--- src/rtl/alu_pkg.sv ---
// Shared opcode constants and FSM state encoding
// for the ALU input stage.
package alu_pkg;

  localparam logic [3:0] OP_ADD = 4'b0001;
  localparam logic [3:0] OP_SUB = 4'b0010;
  localparam logic [3:0] OP_SHL = 4'b0100;
  localparam logic [3:0] OP_EQ  = 4'b1000;

  typedef enum logic [1:0] {
    IDLE     = 2'd0,
    DEBOUNCE = 2'd1,
    ISSUE    = 2'd2,
    RELEASE  = 2'd3
  } state_t;

endpackage

--- src/rtl/sync_2ff.sv ---
// Two-flop synchronizer, one chain per bit,
// for bringing asynchronous inputs into clk.
module sync_2ff #(
  parameter int WIDTH = 1
) (
  input  logic             clk,
  input  logic             rst,
  input  logic [WIDTH-1:0] d,
  output logic [WIDTH-1:0] q
);

  logic [WIDTH-1:0] meta;

  // Shift raw input through two flops
  always_ff @(posedge clk or posedge rst) begin
    if (rst) begin
      meta <= '0;
      q    <= '0;
    end else begin
      meta <= d;
      q    <= meta;
    end
  end

endmodule

--- src/rtl/alu_input_stage.sv ---
// Debounces push-buttons, captures switch operands
// and issues a held one-hot opcode to the ALU.
module alu_input_stage
  import alu_pkg::*;
#(
  parameter int DEBOUNCE_CYCLES = 1_000_000,
  parameter int HOLD_CYCLES     = 4
) (
  input  logic        clk,
  input  logic        rst,
  input  logic [3:0]  btn_raw,
  input  logic [15:0] sw,
  output logic [7:0]  A,
  output logic [7:0]  B,
  output logic [3:0]  BTN,
  output logic        op_strobe,
  output logic        busy,
  output logic        multi_err
);

  localparam int CMAX = (DEBOUNCE_CYCLES > HOLD_CYCLES) ?
                        DEBOUNCE_CYCLES : HOLD_CYCLES;
  localparam int CW = (CMAX > 1) ? $clog2(CMAX) : 1;
  localparam logic [CW-1:0] DB_LAST = CW'(DEBOUNCE_CYCLES - 1);
  localparam logic [CW-1:0] HD_LAST = CW'(HOLD_CYCLES - 1);

  logic [3:0]    btn_s;
  state_t        state, state_n;
  logic [CW-1:0] cnt, cnt_n;
  logic [3:0]    pat, pat_n;
  logic [3:0]    btn_n;
  logic [7:0]    a_n, b_n;
  logic          strobe_n, merr_n;
  logic          onehot;

  sync_2ff #(.WIDTH(4)) u_sync (
    .clk (clk),
    .rst (rst),
    .d   (btn_raw),
    .q   (btn_s)
  );

  // Classify the candidate pattern as a legal single opcode
  always_comb begin
    onehot = 1'b0;
    unique case (pat)
      OP_ADD, OP_SUB, OP_SHL, OP_EQ: onehot = 1'b1;
      default:                       onehot = 1'b0;
    endcase
  end

  // Next-state, counter and registered-output values
  always_comb begin
    state_n  = state;
    cnt_n    = cnt;
    pat_n    = pat;
    btn_n    = BTN;
    a_n      = A;
    b_n      = B;
    strobe_n = 1'b0;
    merr_n   = 1'b0;
    unique case (state)
      IDLE: begin
        if (btn_s != 4'd0) begin
          pat_n   = btn_s;
          cnt_n   = '0;
          state_n = DEBOUNCE;
        end
      end
      DEBOUNCE: begin
        if (btn_s == 4'd0) begin
          cnt_n   = '0;
          state_n = IDLE;
        end else if (btn_s != pat) begin
          pat_n = btn_s;
          cnt_n = '0;
        end else if (cnt == DB_LAST) begin
          cnt_n = '0;
          if (onehot) begin
            a_n      = sw[7:0];
            b_n      = sw[15:8];
            btn_n    = pat;
            strobe_n = 1'b1;
            state_n  = ISSUE;
          end else begin
            merr_n  = 1'b1;
            state_n = RELEASE;
          end
        end else begin
          cnt_n = cnt + CW'(1);
        end
      end
      ISSUE: begin
        if (cnt == HD_LAST) begin
          btn_n   = 4'd0;
          cnt_n   = '0;
          state_n = RELEASE;
        end else begin
          cnt_n = cnt + CW'(1);
        end
      end
      RELEASE: begin
        if (btn_s != 4'd0) begin
          cnt_n = '0;
        end else if (cnt == DB_LAST) begin
          cnt_n   = '0;
          state_n = IDLE;
        end else begin
          cnt_n = cnt + CW'(1);
        end
      end
      default: state_n = IDLE;
    endcase
  end

  // State, counter and output registers
  always_ff @(posedge clk or posedge rst) begin
    if (rst) begin
      state     <= IDLE;
      cnt       <= '0;
      pat       <= 4'd0;
      BTN       <= 4'd0;
      A         <= 8'd0;
      B         <= 8'd0;
      op_strobe <= 1'b0;
      multi_err <= 1'b0;
      busy      <= 1'b0;
    end else begin
      state     <= state_n;
      cnt       <= cnt_n;
      pat       <= pat_n;
      BTN       <= btn_n;
      A         <= a_n;
      B         <= b_n;
      op_strobe <= strobe_n;
      multi_err <= merr_n;
      busy      <= (state_n != IDLE);
    end
  end

endmodule
--- config.mk ---
export PLATFORM = sky130hd
export DESIGN_NAME = alu_input_stage
export DESIGN_NICKNAME = d
export VERILOG_FILES = /design/src/rtl/alu_pkg.sv /design/src/rtl/sync_2ff.sv /design/src/rtl/alu_input_stage.sv
export SDC_FILE = /design/constraint.sdc
export NUM_CORES = 1
export LEC_CHECK = 0
export ABC_AREA = 1
export BUFFER_PORTS_ARGS = -buffer_cell sky130_fd_sc_hd__buf_2
export CAP_MARGIN = 5
export CORE_UTILIZATION = 61
export DETAILED_ROUTE_END_ITERATION = 10
export PLACE_DENSITY = 0.85
export SLEW_MARGIN = 10
export SYNTH_ARGS = -nofsm -noshare
export SYNTH_HDL_FRONTEND = slang
export SYNTH_SLANG_ARGS = --single-unit
--- constraint.sdc ---
create_clock -name clk -period 2.7 [get_ports clk]
set_input_delay 0.135 -clock clk [delete_from_list [all_inputs] [get_ports clk]]
set_output_delay 0.135 -clock clk [all_outputs]
set_load 0.01 [all_outputs]
==> metrics.cfg, run 1 <==
[outcome]
status = complete, no violations

[synth]
synth-main-ff-cell = dfrtp_1
synth_edf_count = 0
avgSynthCellArea_um2 = 7.61
syn_area_um2 = 2860
synth_most_common_cell = nand2_1
ys_ff_latch = 57
synth_top_area_cell = dfrtp_1
yosysWarningCount = 0
synth-async-reset-ratio_pct = 100
synth_top_area_share_pct = 49.9
synth_cell_type_count = 27
synthTopCellsByCount = nand2_1, dfrtp_1, inv_1
netlist_instances = 376
synth_area_leaders = dfrtp_1, nand2_1, nand3_1
synthesis.nets = 399
ys_seq_area_share_pct = 49.9

[place]
preCtsSetupSlack_ns = 0.809
post-dp-hpwl_um = 4320
io_buffers = 44
place.gp.congestion = 0.967

[detailed_routing]
drcViolationCount = 0
dr.first_iter.drc_count = 233
wl_per_cell_um = 14.3
postRouteAntennaNets = 0
first_pass_iters = 5
via_count = 2712
vias_per_cell = 5.39
wl_um = 7200

[clock_tree]
post_cts_buffers = 0
cts_buffers = 9
cts_tree = built
clock_path_buffers = 2
cts_max_level = 3
cts_resized = 0
hold_buffers = 19
clk_latency_ns = 0.34
clkTransAtPathRegs_ns = 0.07
clock-sinks = 57
root_buffer = clkbuf_8

[sta]
relSlewSlack_pct = 56.7
final.period_utilization_pct = 72.9
fin_skew_ns = 0.00717
setup_slack_ns = 0.731
finalSetupViolCount = 0
worst_pin_slew_ns = 0.648
period_needed_ns = 1.97
finalHoldViolCount = 0
fin_tns_setup_ns = 0
timing.fmax_mhz = 508
grt_setup_unrepaired = no
drv_slew = 0

[setup_path]
cp.required_ns = 2.95
cp-start-kind = flip-flop
crit_arrival_ns = 2.22
end_kind = flip-flop
path_max_fanout = 20
timing.rr.start = u_sync.q[0]
crit_start = u_sync.q[0]
worstSetupPathType = reg -> reg

[pwr]
sequentialPowerShare_pct = 43.8
p_sw_share_pct = 35.0
p_switching_mw = 0.814
p_per_area_nw_per_um2 = 664
leakagePower_nw = 1.73
internal_power_mw = 1.51
p_clk_share_pct = 34.1
combPwrFrac_pct = 22.1
vdd_drop_max_mv = 0.478

[layout]
area_growth_syn_to_layout_pct = 22.4
nFillCells = 280
diodes = 0
final_nets = 469
drive_gt1_share_pct = 20.8

[global_routing]
grt_pass1_vias = 2515
antenna_found_initial = 0
grt-ovfl-total = 0
grt_max_degree = 36
grt_util_all_layers_pct = 31.2
grt_first_pass_wirelength_um = 11700

[run]
drv_cap = 0

[worst_hold_path]
worstHoldStart = sw[2]
hold_class = in -> reg

[die]
die_h_um = 70.5
core_area_um2 = 4440
initial_utilization_pct = 64.4
die_area_um2 = 4970
die_w_um = 70.5
io_pins = 45
num_rows = 24

[critical path, stage by stage (launching register included)]
cell and delay [ns]:
dfrtp_1 0.43, nor2_1 0.25, nand2_1 0.16, inv_1 0.10, nand2_1 0.05, nand2_1 0.06, nand2_1 0.05, nand2_1 0.48
nand3_1 0.16, o21ai_0 0.13
[power by group through the flow]
stage	Combinational [mW]	Sequential (mW)	Clock, mW
CTS	0.508	1.01	0.793
finish	0.514	1.02	0.793
global route	0.572	1.03	0.836
detailed placement	0.481	1.03	0
floorplan	0.374	1.01	0
global placement	0.452	1.02	0
[cells by family (layout without fill, tap and decap cells)]
family	count (synthesis)	count (layout)	synth area share (%)
AOI/OAI and AO/OA	31	31	5.56
adders and majority gates	1	1	0.437
xor gates and xnor gates	3	3	0.919
and+or+nand+nor	234	234	35.9
buffers and inverters	50	125	7.35
DFF	57	57	49.9
[registers in the layout, indices dropped and copies added, names as in the netlist]
register,count
cnt,20
A,8
B,8
BTN,4
pat,4
u_sync.meta,4
u_sync.q,4
state,2
busy,1
multi_err,1
op_strobe,1
[worst paths after layout]
check,endpoint,slack (ns),cells past startpoint
worst max-delay path,cnt[16],0.73,9
worst min-delay path,A[2],0.002,3
worst max register to register,cnt[16],0.73,9
worst min register to register,u_sync.q[1],0.35,0
max in group asynchronous,BTN[1],1.51,4
min in group asynchronous,A[1],0.38,3
[layout make-up]
class / count / area, um^2 / area share [%]
flip-flops and latches: 57 / 1430 / 40.8
multi-input cells: 269 / 1220 / 35.0
repair buffers: 64 / 418 / 11.9
inverters: 45 / 171 / 4.90
clock buffers: 9 / 124 / 3.54
clock inverters: 7 / 71.3 / 2.04
well taps: 52 / 65.1 / 1.86
[stage by stage]
| stage | hold WS [ns] | cell area [um^2] | util, % | cells | power [mW] |
|---|---|---|---|---|---|
| CTS | 0.00309 | 3500 | 78.7 | 503 | 2.31 |
| detailed placement | 0.176 | 3110 | 70.1 | 468 | 1.51 |
| finish | 0.00189 | 3500 | 78.7 | 503 | 2.32 |
| floorplan | 0.166 | 2860 | - | 376 | 1.38 |
| global route | 0.00557 | 3500 | 78.7 | 503 | 2.44 |
| global placement | 0.171 | 3110 | 70.1 | 468 | 1.47 |
[layout by cell type (no fill, tap or decap)]
cell           Yosys  routed
clkinv_4           0       1
xor2_1             3       3
nor2_4             2       2
inv_4              1       1
buf_4              0       1
clkinv_2           0       2
bufinv_16          0       1
nand2_1          142     142
clkbuf_8           0       9
nand3_2            1       1
nand3_4            1       1
nor3_2             1       1
buf_2              3      44
nand3_1           30      30
nor2_1            28      28
dfrtp_1           57      57
clkinv_1           1       1
or2_2              1       1
inv_2              9      10
inv_1             34      33
a21oi_2            1       1
nor3_1             6       6
ha_1               1       1
o21ai_1           11      11
clkinvlp_4         0       3
o21ai_0           14      14
nand2_2           11      11
a21oi_1            5       5
nor2_2             4       4
nand3b_1           3       3
dlygate4sd3_1      0      19
nand4_1            4       4
[per-layer routing]
layer	up-vias	track usage, %	wire length [um]
li1	1315	-	-
met1	1245	41.1	3070
met2	131	49.5	3450
met3	21	7.22	507
met4	0	13.6	167
met5	-	0	0
No activity file was read; power rests on OpenSTA's default activity.
==> inputs of run 2 (changes only) <==
- CORE_UTILIZATION: 61 -> 51
- PLACE_DENSITY: 0.85 -> 0.76
- clock period: 2.7 -> 1.7 ns (I/O delays scaled with it)
==> metrics.cfg, run 2 (synthesized netlist as in run 1, its figures left out) <==
[clock_tree]
cts_buffers = 9
clock-sinks = 57
clkTransAtPathRegs_ns = 0.06
root_buffer = clkbuf_8
cts_max_level = 3
cts_tree = built
clock_path_buffers = 2
clk_latency_ns = 0.34

[pwr]
leakagePower_nw = 1.82
finalPower_mw = 3.67
p_per_area_nw_per_um2 = 985
vdd_drop_max_mv = 0.706

[setup_path]
cp_top_family = simple AND/OR/NAND/NOR gates
path_max_fanout = 16
crit_buf_inv = 2
end_kind = flip-flop
cp.required_ns = 1.92
cp-start-kind = flip-flop
critPathMaxStageDelay_ns = 0.42
crit_arrival_ns = 1.91
worstPathCellList = ha_4, nand3_4, inv_2, nand3_2, nor2_4, nand3_4, buf_12, nand2_1, nand2_1
worstSetupPathType = reg -> reg
slowest_stage = dfrtp_1

[global_routing]
grt_util_all_layers_pct = 24.7
grt_pass1_vias = 2563
grt_first_pass_wirelength_um = 11200
grt-ovfl-total = 0
grt_max_degree = 58
antenna_found_initial = 0

[detailed_routing]
via_count = 2659
vias_per_cell = 4.97
postRouteAntennaNets = 0
wl_um = 6660
dr.first_iter.drc_count = 142
drcViolationCount = 0
first_pass_iters = 5
wl_per_cell_um = 12.5

[outcome]
status = complete, no violations

[layout]
mostFrequentLayoutCell = nand2_1
largest_reg_flops = 20
drive_gt1_share_pct = 25.6
final_nets = 483
diodes = 0
max_flop_register = cnt
area_growth_syn_to_layout_pct = 30.3
nFillCells = 409
fin_area_um2 = 3730
most-common-layout-cells = nand2_1, dfrtp_1, buf_2, inv_1, nand3_1
largest_registers = cnt x20, A x8, B x8

[die]
num_rows = 26
die_area_um2 = 5910
die_w_um = 76.9
io_pins = 45
core_area_um2 = 5240
die_h_um = 76.9
initial_utilization_pct = 54.6

[sta]
fin_skew_ns = 0.00507
period_needed_ns = 1.69
grt_setup_unrepaired = yes
fin_tns_setup_ns = 0
worst_pin_slew_ns = 0.347
finalSetupViolCount = 0
finalHoldViolCount = 0
relSlewSlack_pct = 76.7
timing.fmax_mhz = 591
final.period_utilization_pct = 99.5
drv_slew = 0

[place]
dpl_cell_area_um2 = 3260
place.gp.congestion = 0.889
post-dp-hpwl_um = 4420
io_buffers = 44

[worst_hold_path]
hold_class = in -> async

[run]
drv_cap = 0

[run 2: area by class of cell]
cell class / count / area (um^2) / share of cell area (%)
flip-flops and latches: 57 / 1430 / 38.3
multi-input cells: 269 / 1290 / 34.6
repair buffers: 78 / 566 / 15.2
inverters: 45 / 174 / 4.67
clock buffers: 12 / 155 / 4.16
well taps: 70 / 87.6 / 2.35
clock inverters: 4 / 27.5 / 0.739
[run 2: power by group]
| group | switching, mW | total, mW | internal (mW) |
|---|---|---|---|
| registers | 0.145 | 1.61 | 1.47 |
| clock network | 0.541 | 1.15 | 0.605 |
| logic | 0.564 | 0.912 | 0.348 |
[run 2: routing by layer]
layer  GRT usage (%)  wire length (um)  vias to the layer above
li1                -                 -                     1341
met1            31.4              2980                     1220
met2            39.3              3160                       83
met3            6.19               371                       15
met4            11.9               146                        0
met5               0                 0                        -
[run 2: stage by stage]
step	instances	hold slack, ns	worst slack (ns)	util, %
after floorplan	376	0.116	0.145	-
after global placement	497	0.160	0.0690	62.2
final	535	0.350	0.00931	71.2
after detailed placement	497	0.165	0.0160	62.2
after CTS	534	0.346	-0.000673	69.7
after global routing	535	0.361	-0.0715	71.2
[run 2: timing repair]
action                     CTS  global route
setup buffers                0             1
resized for setup            0            19
pin swaps                    0             4
hold endpoints to repair    77             0
hold buffers                21             0
setup endpoints to repair    1            39
[run 2: final timing paths]
kind                                 from              to  slack (ns)  cells after the start
max                                cnt[1]            B[6]       0.009                      9
min                                   rst  u_sync.meta[0]        0.35                      4
max reg2reg                        cnt[1]            B[6]       0.009                      9
min reg2reg                u_sync.meta[3]     u_sync.q[3]        0.35                      0
max in group asynchronous             rst          cnt[6]        1.08                      4
min in group clk           u_sync.meta[3]     u_sync.q[3]        0.35                      0
[run 2: tightest hold or removal path, delay by kind of cell]
family	cells	cell delay, ns
buf+inv	4	1.00
==> inputs of run 3 (changes only) <==
- CAP_MARGIN: 5 -> 30
- CORE_UTILIZATION: 51 -> 61
- PLACE_DENSITY: 0.76 -> 0.85
- clock period: 1.7 -> 1.95 ns (I/O delays scaled with it)
==> metrics.cfg, run 3 (synthesized netlist as in run 1, its figures left out) <==
[outcome]
status = complete, no violations

[pwr]
p_switching_mw = 1.20
sequentialPowerShare_pct = 41.4
combPwrFrac_pct = 22.6
internal_power_mw = 2.24
vdd_drop_max_mv = 0.695
leakagePower_nw = 1.79
p_sw_share_pct = 34.8
p_clk_share_pct = 36.0
finalPower_mw = 3.44
p_per_area_nw_per_um2 = 953

[layout]
nFillCells = 271
largest_registers = cnt x20, A x8, B x8
most-common-layout-cells = nand2_1, dfrtp_1, buf_2, inv_1, nand3_1
mostFrequentLayoutCell = nand2_1
largest_reg_flops = 20
final_nets = 477
area_growth_syn_to_layout_pct = 26.2
max_flop_register = cnt
diodes = 0
drive_gt1_share_pct = 22.0
fin_util_pct = 81.2
final_cells = 511

[setup_path]
slowest_stage = dfrtp_1
cp-start-kind = flip-flop
timing.rr.start = cnt[0]
r2r_end = B[3]
crit_start = cnt[0]
endpoint = B[3]
crit_arrival_ns = 2.09
cp_top_family = simple AND/OR/NAND/NOR gates
cp_common_cell = nand2_1
path_max_fanout = 11
reg2reg_depth = 9
cp.required_ns = 2.18
worstPathCellList = ha_1, nand3_2, clkinv_1, nand3_1, nor2_4, nand3_4, buf_4, nand2_1, nand2_1
worstSetupPathType = reg -> reg
end_kind = flip-flop
cp_num_cells = 9
r2r_slack_ns = 0.09
crit_buf_inv = 2
critPathMaxStageDelay_ns = 0.39

[sta]
period_needed_ns = 1.86
final.period_utilization_pct = 95.6
holdWs_ns = 0.00150
relSlewSlack_pct = 64.5
drv_slew = 0
finalHoldViolCount = 0
timing.fmax_mhz = 537
finalSetupViolCount = 0
worst_pin_slew_ns = 0.532
fin_skew_ns = 0.0141

[place]
post-dp-hpwl_um = 4270
io_buffers = 44
place_inst = 472
place.gp.congestion = 0.901

[clock_tree]
clkTransAtPathRegs_ns = 0.08
cts_buffers = 9
root_buffer = clkbuf_8
cts_max_level = 3
clock-sinks = 57
cts_tree = built
clk_latency_ns = 0.34
clock_path_buffers = 2

[global_routing]
grt_pass1_vias = 2670
grt_util_all_layers_pct = 32.2
antenna_found_initial = 0
grt_max_degree = 36
grt_first_pass_wirelength_um = 12000
grt-ovfl-total = 0

[die]
num_rows = 24
initial_utilization_pct = 64.4
die_w_um = 70.5
die_area_um2 = 4970
io_pins = 45
core_area_um2 = 4440
die_h_um = 70.5

[detailed_routing]
vias_per_cell = 5.63
postRouteAntennaNets = 0
first_pass_iters = 5
wl_um = 8340
dr.first_iter.drc_count = 264
drcViolationCount = 0
via_count = 2877
wl_per_cell_um = 16.3

[worst_hold_path]
hold_class = in -> reg

[run]
drv_cap = 0

run 3: layout make-up:
class	count	area, um^2	share of cell area [%]
Inverter	45	176	4.89
Multi-Input combinational cell	269	1230	34.0
Clock inverter	7	95.1	2.64
Tap cell	52	65.1	1.80
Sequential cell	57	1430	39.5
Clock buffer	9	124	3.43
Timing Repair Buffer	72	493	13.7
run 3: power by group through the flow:
| stage | logic [mW] | clock network (mW) | registers [mW] |
|---|---|---|---|
| after floorplan | 0.518 | 0 | 1.40 |
| after global placement | 0.647 | 0 | 1.42 |
| after detailed placement | 0.668 | 0 | 1.42 |
| after CTS | 0.708 | 1.22 | 1.41 |
| after global routing | 0.865 | 1.28 | 1.43 |
| final | 0.778 | 1.24 | 1.42 |
run 3: worst min path at each step:
stage               slack (ns)  cells past startpoint  startpoint        endpoint
floorplan                 0.13                      0  btn_raw[0]  u_sync.meta[0]
global placement          0.16                      2         rst            B[2]
detailed placement        0.16                      2         rst            B[2]
CTS                      0.005                      3      sw[12]            B[4]
global route              0.01                      3      sw[12]            B[4]
finish                   0.002                      3      sw[12]            B[4]
run 3: worst register-to-register path, delay by kind of cell, from the launching register on:
kind / cells / cell delay [ns]
adder cells (fa/ha/maj): 1 / 0.24
AND/OR/NAND/NOR: 6 / 0.82
flip-flops: 1 / 0.39
buffers and inverters: 2 / 0.31
run 3: repair_timing:
| action | CTS | global route |
|---|---|---|
| endpoints found under the hold margin | 40 | 1 |
| hold buffers | 19 | 1 |
| gates resized for setup | 0 | 3 |
| buffers inserted | 0 | 3 |
| setup endpoints to repair | 0 | 17 |
run 3: routing by layer:
layer / GRT usage (%) / vias to the layer above / wire length (um)
met3: 6.64 / 38 / 613
met1: 40.1 / 1343 / 3170
li1: - / 1330 / -
met5: 0 / - / 0
met2: 52.1 / 166 / 4150
met4: 18.8 / 0 / 396
run 3: per-stage QoR:
| step | TNS [ns] | worst slack [ns] | area (um^2) |
|---|---|---|---|
| after floorplan | 0 | 0.395 | 2860 |
| after global placement | 0 | 0.240 | 3160 |
| after detailed placement | 0 | 0.134 | 3160 |
| after CTS | 0 | 0.0925 | 3570 |
| after global routing | -0.264 | -0.0678 | 3610 |
| final | 0 | 0.0866 | 3610 |
